**src/rtl/ats_eligibility_time_scheduler.sv**
```systemverilog
// rtl/ats_eligibility_time_scheduler.sv - per-stream ATS token-bucket eligibility time scheduler
// Collects byte-serial length/timestamp, computes eligibility time and discard, updates bucket state.
module ats_eligibility_time_scheduler #(
  parameter int DATA_WIDTH         = 8,
  parameter int FRAME_LENGTH_WIDTH = 16,
  parameter int TIMESTAMP_WIDTH    = 72,
  parameter int RATE_WIDTH         = 32
) (
  input  logic                       clk,
  input  logic                       rstn,
  input  logic [RATE_WIDTH-1:0]      cfg_ps_per_byte,
  input  logic [TIMESTAMP_WIDTH-1:0] cfg_empty_to_full_ps,
  input  logic [TIMESTAMP_WIDTH-1:0] cfg_max_residence_ps,
  input  logic                       cfg_clear,
  input  logic [DATA_WIDTH-1:0]      s_axis_frame_length_tdata,
  input  logic                       s_axis_frame_length_tvalid,
  output logic                       s_axis_frame_length_tready,
  input  logic                       s_axis_frame_length_tlast,
  input  logic [DATA_WIDTH-1:0]      s_axis_timestamp_tdata,
  input  logic                       s_axis_timestamp_tvalid,
  output logic                       s_axis_timestamp_tready,
  input  logic                       s_axis_timestamp_tlast,
  output logic [TIMESTAMP_WIDTH-1:0] m_axis_eligibility_tdata,
  output logic                       m_axis_eligibility_tuser,
  output logic                       m_axis_eligibility_tvalid,
  input  logic                       m_axis_eligibility_tready,
  output logic [31:0]                passed_count,
  output logic [31:0]                discard_count
);

  localparam int LW = FRAME_LENGTH_WIDTH;
  localparam int TW = TIMESTAMP_WIDTH;
  localparam int EW = TIMESTAMP_WIDTH + 1;
  localparam int MW = FRAME_LENGTH_WIDTH + RATE_WIDTH;

  typedef enum logic [1:0] {COLLECT, MUL, ELIG, OUT} state_t;

  state_t                state;
  logic [LW-1:0]         len_sr;
  logic [TW-1:0]         ts_sr;
  logic                  len_done;
  logic                  ts_done;
  logic [RATE_WIDTH-1:0] ps_per_byte_q;
  logic [TW-1:0]         empty_to_full_q;
  logic [TW-1:0]         max_residence_q;
  logic [TW-1:0]         bucket_empty;
  logic [TW-1:0]         group_elig;
  logic [EW-1:0]         sched_elig;
  logic [EW-1:0]         bucket_full;
  logic                  clear_pending;

  logic          len_acc;
  logic          ts_acc;
  logic          len_complete;
  logic          ts_complete;
  logic          do_clear;
  logic [MW-1:0] len_rec;
  logic [EW-1:0] sched_c;
  logic [EW-1:0] full_c;
  logic [EW-1:0] arrival_x;
  logic [EW-1:0] group_x;
  logic [EW-1:0] max_ag;
  logic [EW-1:0] elig_c;
  logic [EW-1:0] limit_c;
  logic          pass_c;
  logic [EW-1:0] refill_c;
  logic [TW-1:0] new_bucket;

  // Ready is gated by rstn so it drops for exactly the reset period.
  assign s_axis_frame_length_tready = rstn & (state == COLLECT) & ~len_done;
  assign s_axis_timestamp_tready    = rstn & (state == COLLECT) & ~ts_done;

  assign len_acc      = s_axis_frame_length_tvalid & s_axis_frame_length_tready;
  assign ts_acc       = s_axis_timestamp_tvalid & s_axis_timestamp_tready;
  assign len_complete = len_done | (len_acc & s_axis_frame_length_tlast);
  assign ts_complete  = ts_done | (ts_acc & s_axis_timestamp_tlast);
  assign do_clear     = (state == COLLECT) & (cfg_clear | clear_pending);

  assign len_rec = {{RATE_WIDTH{1'b0}}, len_sr} * {{LW{1'b0}}, ps_per_byte_q};
  assign sched_c = {1'b0, bucket_empty} + {{(EW-MW){1'b0}}, len_rec};
  assign full_c  = {1'b0, bucket_empty} + {1'b0, empty_to_full_q};

  // All ELIG arithmetic is one bit wider than a timestamp so compares never wrap.
  assign arrival_x  = {1'b0, ts_sr};
  assign group_x    = {1'b0, group_elig};
  assign max_ag     = (arrival_x > group_x) ? arrival_x : group_x;
  assign elig_c     = (max_ag > sched_elig) ? max_ag : sched_elig;
  assign limit_c    = arrival_x + {1'b0, max_residence_q};
  assign pass_c     = (elig_c <= limit_c);
  assign refill_c   = sched_elig + elig_c - bucket_full;
  assign new_bucket = (elig_c < bucket_full) ? sched_elig[TW-1:0] : refill_c[TW-1:0];

  always_ff @(posedge clk or negedge rstn) begin
    if (!rstn) begin
      state                     <= COLLECT;
      len_sr                    <= '0;
      ts_sr                     <= '0;
      len_done                  <= 1'b0;
      ts_done                   <= 1'b0;
      ps_per_byte_q             <= '0;
      empty_to_full_q           <= '0;
      max_residence_q           <= '0;
      bucket_empty              <= '0;
      group_elig                <= '0;
      sched_elig                <= '0;
      bucket_full               <= '0;
      clear_pending             <= 1'b0;
      m_axis_eligibility_tdata  <= '0;
      m_axis_eligibility_tuser  <= 1'b0;
      m_axis_eligibility_tvalid <= 1'b0;
      passed_count              <= '0;
      discard_count             <= '0;
    end else begin
      case (state)
        COLLECT: begin
          if (len_acc) len_sr <= {len_sr[LW-DATA_WIDTH-1:0], s_axis_frame_length_tdata};
          if (ts_acc)  ts_sr  <= {ts_sr[TW-DATA_WIDTH-1:0], s_axis_timestamp_tdata};
          if (len_complete && ts_complete) begin
            len_done        <= 1'b0;
            ts_done         <= 1'b0;
            ps_per_byte_q   <= cfg_ps_per_byte;
            empty_to_full_q <= cfg_empty_to_full_ps;
            max_residence_q <= cfg_max_residence_ps;
            state           <= MUL;
          end else begin
            len_done <= len_complete;
            ts_done  <= ts_complete;
          end
        end
        MUL: begin
          sched_elig  <= sched_c;
          bucket_full <= full_c;
          state       <= ELIG;
        end
        ELIG: begin
          m_axis_eligibility_tdata  <= elig_c[TW-1:0];
          m_axis_eligibility_tuser  <= ~pass_c;
          m_axis_eligibility_tvalid <= 1'b1;
          if (pass_c) begin
            group_elig   <= elig_c[TW-1:0];
            bucket_empty <= new_bucket;
            if (passed_count != '1) passed_count <= passed_count + 32'd1;
          end else begin
            if (discard_count != '1) discard_count <= discard_count + 32'd1;
          end
          state <= OUT;
        end
        OUT: begin
          if (m_axis_eligibility_tready) begin
            m_axis_eligibility_tvalid <= 1'b0;
            len_sr                    <= '0;
            ts_sr                     <= '0;
            state                     <= COLLECT;
          end
        end
        default: state <= COLLECT;
      endcase

      // Clear wins over any update on the same edge; outside COLLECT it waits.
      if (do_clear) begin
        bucket_empty  <= '0;
        group_elig    <= '0;
        passed_count  <= '0;
        discard_count <= '0;
        clear_pending <= 1'b0;
      end else if (cfg_clear) begin
        clear_pending <= 1'b1;
      end
    end
  end

endmodule

```
**config.mk**
```make
export PLATFORM = sky130hd
export DESIGN_NAME = ats_eligibility_time_scheduler
export DESIGN_NICKNAME = d
export VERILOG_FILES = /design/src/rtl/ats_eligibility_time_scheduler.sv
export SDC_FILE = /design/constraint.sdc
export NUM_CORES = 2
export LEC_CHECK = 0
export BUFFER_PORTS_ARGS = -buffer_cell sky130_fd_sc_hd__buf_2
export CAP_MARGIN = 20
export CORE_ASPECT_RATIO = 0.6
export CORE_MARGIN = 2
export CORE_UTILIZATION = 64
export CTS_CLUSTER_SIZE = 30
export DETAILED_ROUTE_END_ITERATION = 12
export PLACE_DENSITY_LB_ADDON = 0.1
export SYNTH_ARGS = -nofsm -noshare
export SYNTH_HDL_FRONTEND = slang
export SYNTH_SLANG_ARGS = --single-unit
```
**constraint.sdc**
```tcl
create_clock -name clk -period 11.7 [get_ports clk]
set_input_delay 2.34 -clock clk [delete_from_list [all_inputs] [get_ports clk]]
set_output_delay 2.34 -clock clk [all_outputs]
set_load 0.1 [all_outputs]
```
==> flow_summary.yaml <==
logic_synthesis:
  synth_area_per_cell_sq_um: 8.949
  syn_nets: 8903
  synth_top_flop_cell: "dfrtp_1"
  synthTopCellsByArea: "dfrtp_1 (26%), fa_1 (16%), ha_1 (12%), nand2_1 (5.7%), mux2_2 (5.4%)"
  synth_top_area_share_pct: 25.89
  synthCells: 7527
  yosysSeqAreaShare_pct: 25.89
  synth_edf_count: 0
  yosysTopAreaCell: "dfrtp_1"
  async_flop_share_pct: 100.0
  yosysUniqueCellTypes: 89
  yosysWarningCount: 0
  synth_seq_cells: 697
  synth_area_sq_mm: 0.06736
clocking:
  cts_buffer_depth: 3
  path_clk_slew_ns: 0.07
  cts_num_sinks: 697
  hold_buffers: 0
  cts_resized: 0
  clk_latency_ns: 0.72
  cts_root_buffer: "clkbuf_16"
  cts_setup_buffers: 0
  cts_tree: "done"
  ctsHtreeMaxLevel: 3
  numCtsBuffers: 74
final_layout:
  layout-drive-gt1-share_pct: 12.87
  area_delta_synth_final_pct: 9.342
  nets: 9150
global_routing:
  grt_pass1_wl_um: 327200
  grt_usage_pct: 39.06
  antenna_found_initial: 5
  grt_max_degree: 146
  grt_pass1_vias: 56040
  overflow: 0
floorplan:
  die_area_sq_mm: 0.1079
  die_h_um: 255.3
  core_sq_mm: 0.1046
  io_pins: 340
  start_util_pct: 64.37
  rows: 92
  die_width_um: 422.8
worst_setup_path:
  crit_slowest_cell: "a211oi_1"
  critical_path_buf_inv_count: 4
  path_max_fanout: 31
  crit_family: "compound AO/OA/AOI/OAI gates"
  worstSetupPathType: "reg2reg"
  cp-end-kind: "flip-flop"
  slowest_delay_ns: 0.86
  cp.required_ns: 12.27
  worst-path-stages: 37
  worstSetupStartpointType: "flip-flop"
  reg2reg_depth: 37
  r2r_slack_ns: 0.51
  arrival_ns: 11.76
timing:
  clock_skew_ns: 0.02948
  tightest_slew_ns: 1.199
  relSlewSlack_pct: 19.37
  finalMaxSlewViolations: 0
  max_freq_ghz: 0.08938
  rsz0062_at_grt: "false"
  finalSetupViolCount: 0
  tns_ns: 0
  hold_violations: 0
  min_period_ns: 11.19
  period_share_pct: 95.62
placed_design:
  port_buffers: 339
  hpwlAfterDp_um: 168200
  gp_congestion: 1.015
route:
  dr.pass1.iters: 6
  num_vias: 57160
  drt_wl_total_um: 211500
  drc_errors: 0
  ant_nets: 0
  detail_route.vias_per_cell: 6.185
  avgRoutedWirePerCell_um: 22.88
  drtIter0Drc: 5815
min_path:
  worstHoldPathCells: 1
  hp-class: "reg2reg"
outcome:
  outcome: "finished, final reports clean"
flow_run:
  cap_violations: 0
cell usage after synthesis (125+ instances only):
| master | count |
|---|---|
| nand2_1 | 1025 |
| inv_1 | 803 |
| dfrtp_1 | 697 |
| ha_1 | 637 |
| a21oi_1 | 544 |
| fa_1 | 539 |
| o21ai_0 | 444 |
| nor2_1 | 351 |
| mux2_2 | 325 |
| clkbuf_1 | 320 |
| a21o_1 | 216 |
| xnor2_1 | 188 |
| and2_1 | 154 |
| nand2b_1 | 125 |
worst reg2reg max path: cells and delay by family (launching register included):
family                     cells  cell delay, ns
DFF                            1            0.44
and+or+nand+nor               11            2.75
AOI/OAI and AO/OA             16            4.43
adders and majority gates      4            1.52
buffers and inverters          4            1.35
xor gates and xnor gates       1            0.18
muxes                          1            0.38
worst paths after layout:
| kind | to | startpoint |
|---|---|---|
| hold reg to reg | bucket_full[18]$_DFFE_PN0N_ | bucket_full[18]$_DFFE_PN0N_ |
| max in group asynchronous | m_axis_eligibility_tdata[71]$_DFFE_PN0P_ | rstn |
| hold / removal | bucket_full[18]$_DFFE_PN0N_ | bucket_full[18]$_DFFE_PN0N_ |
| setup reg to reg | bucket_empty[64]$_DFFE_PN0P_ | ts_sr[39]$_DFFE_PN0P_ |
| setup / recovery | bucket_empty[64]$_DFFE_PN0P_ | ts_sr[39]$_DFFE_PN0P_ |
| min in group asynchronous | max_residence_q[10]$_DFFE_PN0P_ | rstn |
area by class of cell:
class	count	area (sq um)
flip-flops and latches	697	17440
fillers	8188	30990
inverters	803	3014
multi-input cells	5686	45700
diodes	1	2.502
clock buffers	95	2061
clock inverters	38	481.7
well taps	1410	1764
repair buffers	512	3181
per-layer routing:
layer	GRT usage [%]	vias to the layer above	part of all wire [%]
met3	10.52	444	10
li1	-	26020	-
met1	56.72	27980	44
met5	0.1754	-	0.032
met2	57.06	2715	43
met4	11.88	8	3.4
cells in the final DEF (no fill, tap or decap), types with 13 or more instances in the layout:
master | Yosys | final
a2111oi_0 | 14 | 14
a211o_1 | 17 | 17
a211oi_1 | 68 | 68
a21o_1 | 216 | 214
a21oi_1 | 544 | 544
a221oi_1 | 13 | 13
a31oi_1 | 36 | 36
and2_1 | 154 | 154
and3_1 | 53 | 52
and4_1 | 21 | 21
buf_12 | 0 | 14
buf_2 | 3 | 338
buf_4 | 0 | 159
clkbuf_16 | 0 | 74
clkbuf_8 | 0 | 13
clkinv_2 | 0 | 14
dfrtp_1 | 697 | 697
fa_1 | 539 | 539
ha_1 | 637 | 634
inv_1 | 803 | 803
mux2_2 | 325 | 325
mux2i_1 | 25 | 25
nand2_1 | 1025 | 1025
nand2b_1 | 125 | 125
nand3_1 | 121 | 120
nand4_1 | 121 | 121
nor2_1 | 351 | 350
nor2b_1 | 39 | 38
nor3_1 | 76 | 76
nor4_1 | 20 | 20
o211ai_1 | 20 | 20
o21a_1 | 34 | 34
o21ai_0 | 444 | 444
o21ai_1 | 65 | 64
o21bai_1 | 55 | 55
o31ai_1 | 16 | 16
or3_1 | 22 | 22
xnor2_1 | 188 | 188
xor2_1 | 117 | 117
flip-flops by register name, indices dropped and copies added, names as in the netlist, 2 cells and up:
signal,count
empty_to_full_q,72
state,2
passed_count,32
len_sr,16
group_elig,72
sched_elig,73
discard_count,32
ts_sr,72
m_axis_eligibility_tdata,72
bucket_empty,72
ps_per_byte_q,32
max_residence_q,72
bucket_full,73
stage by stage:
step	hold WS [ns]	cell area (sq um)	instances	setup slack (ns)	util, %
global placement	0.4634	71080	9107	1.323	67.94
CTS	0.4896	73630	9240	1.012	70.37
finish	0.4875	73650	9242	0.5121	70.39
detailed placement	0.4746	71080	9107	1.035	67.94
global route	0.5191	73650	9241	0.03749	70.38
floorplan	0.4496	67360	7527	2.905	-
cells by family after synthesis:
| family | count (synthesis) | synth area share, % |
|---|---|---|
| flops | 697 | 25.89 |
| xor+xnor | 305 | 3.966 |
| buf+inv | 1144 | 6.383 |
| mux | 350 | 5.805 |
| compound gates | 1681 | 15.19 |
| simple gates | 2174 | 14.91 |
| fa+ha+maj | 1176 | 27.85 |
Power is not shown: default switching activity piles up to over one toggle a cycle in this logic, so the estimate is an artifact.
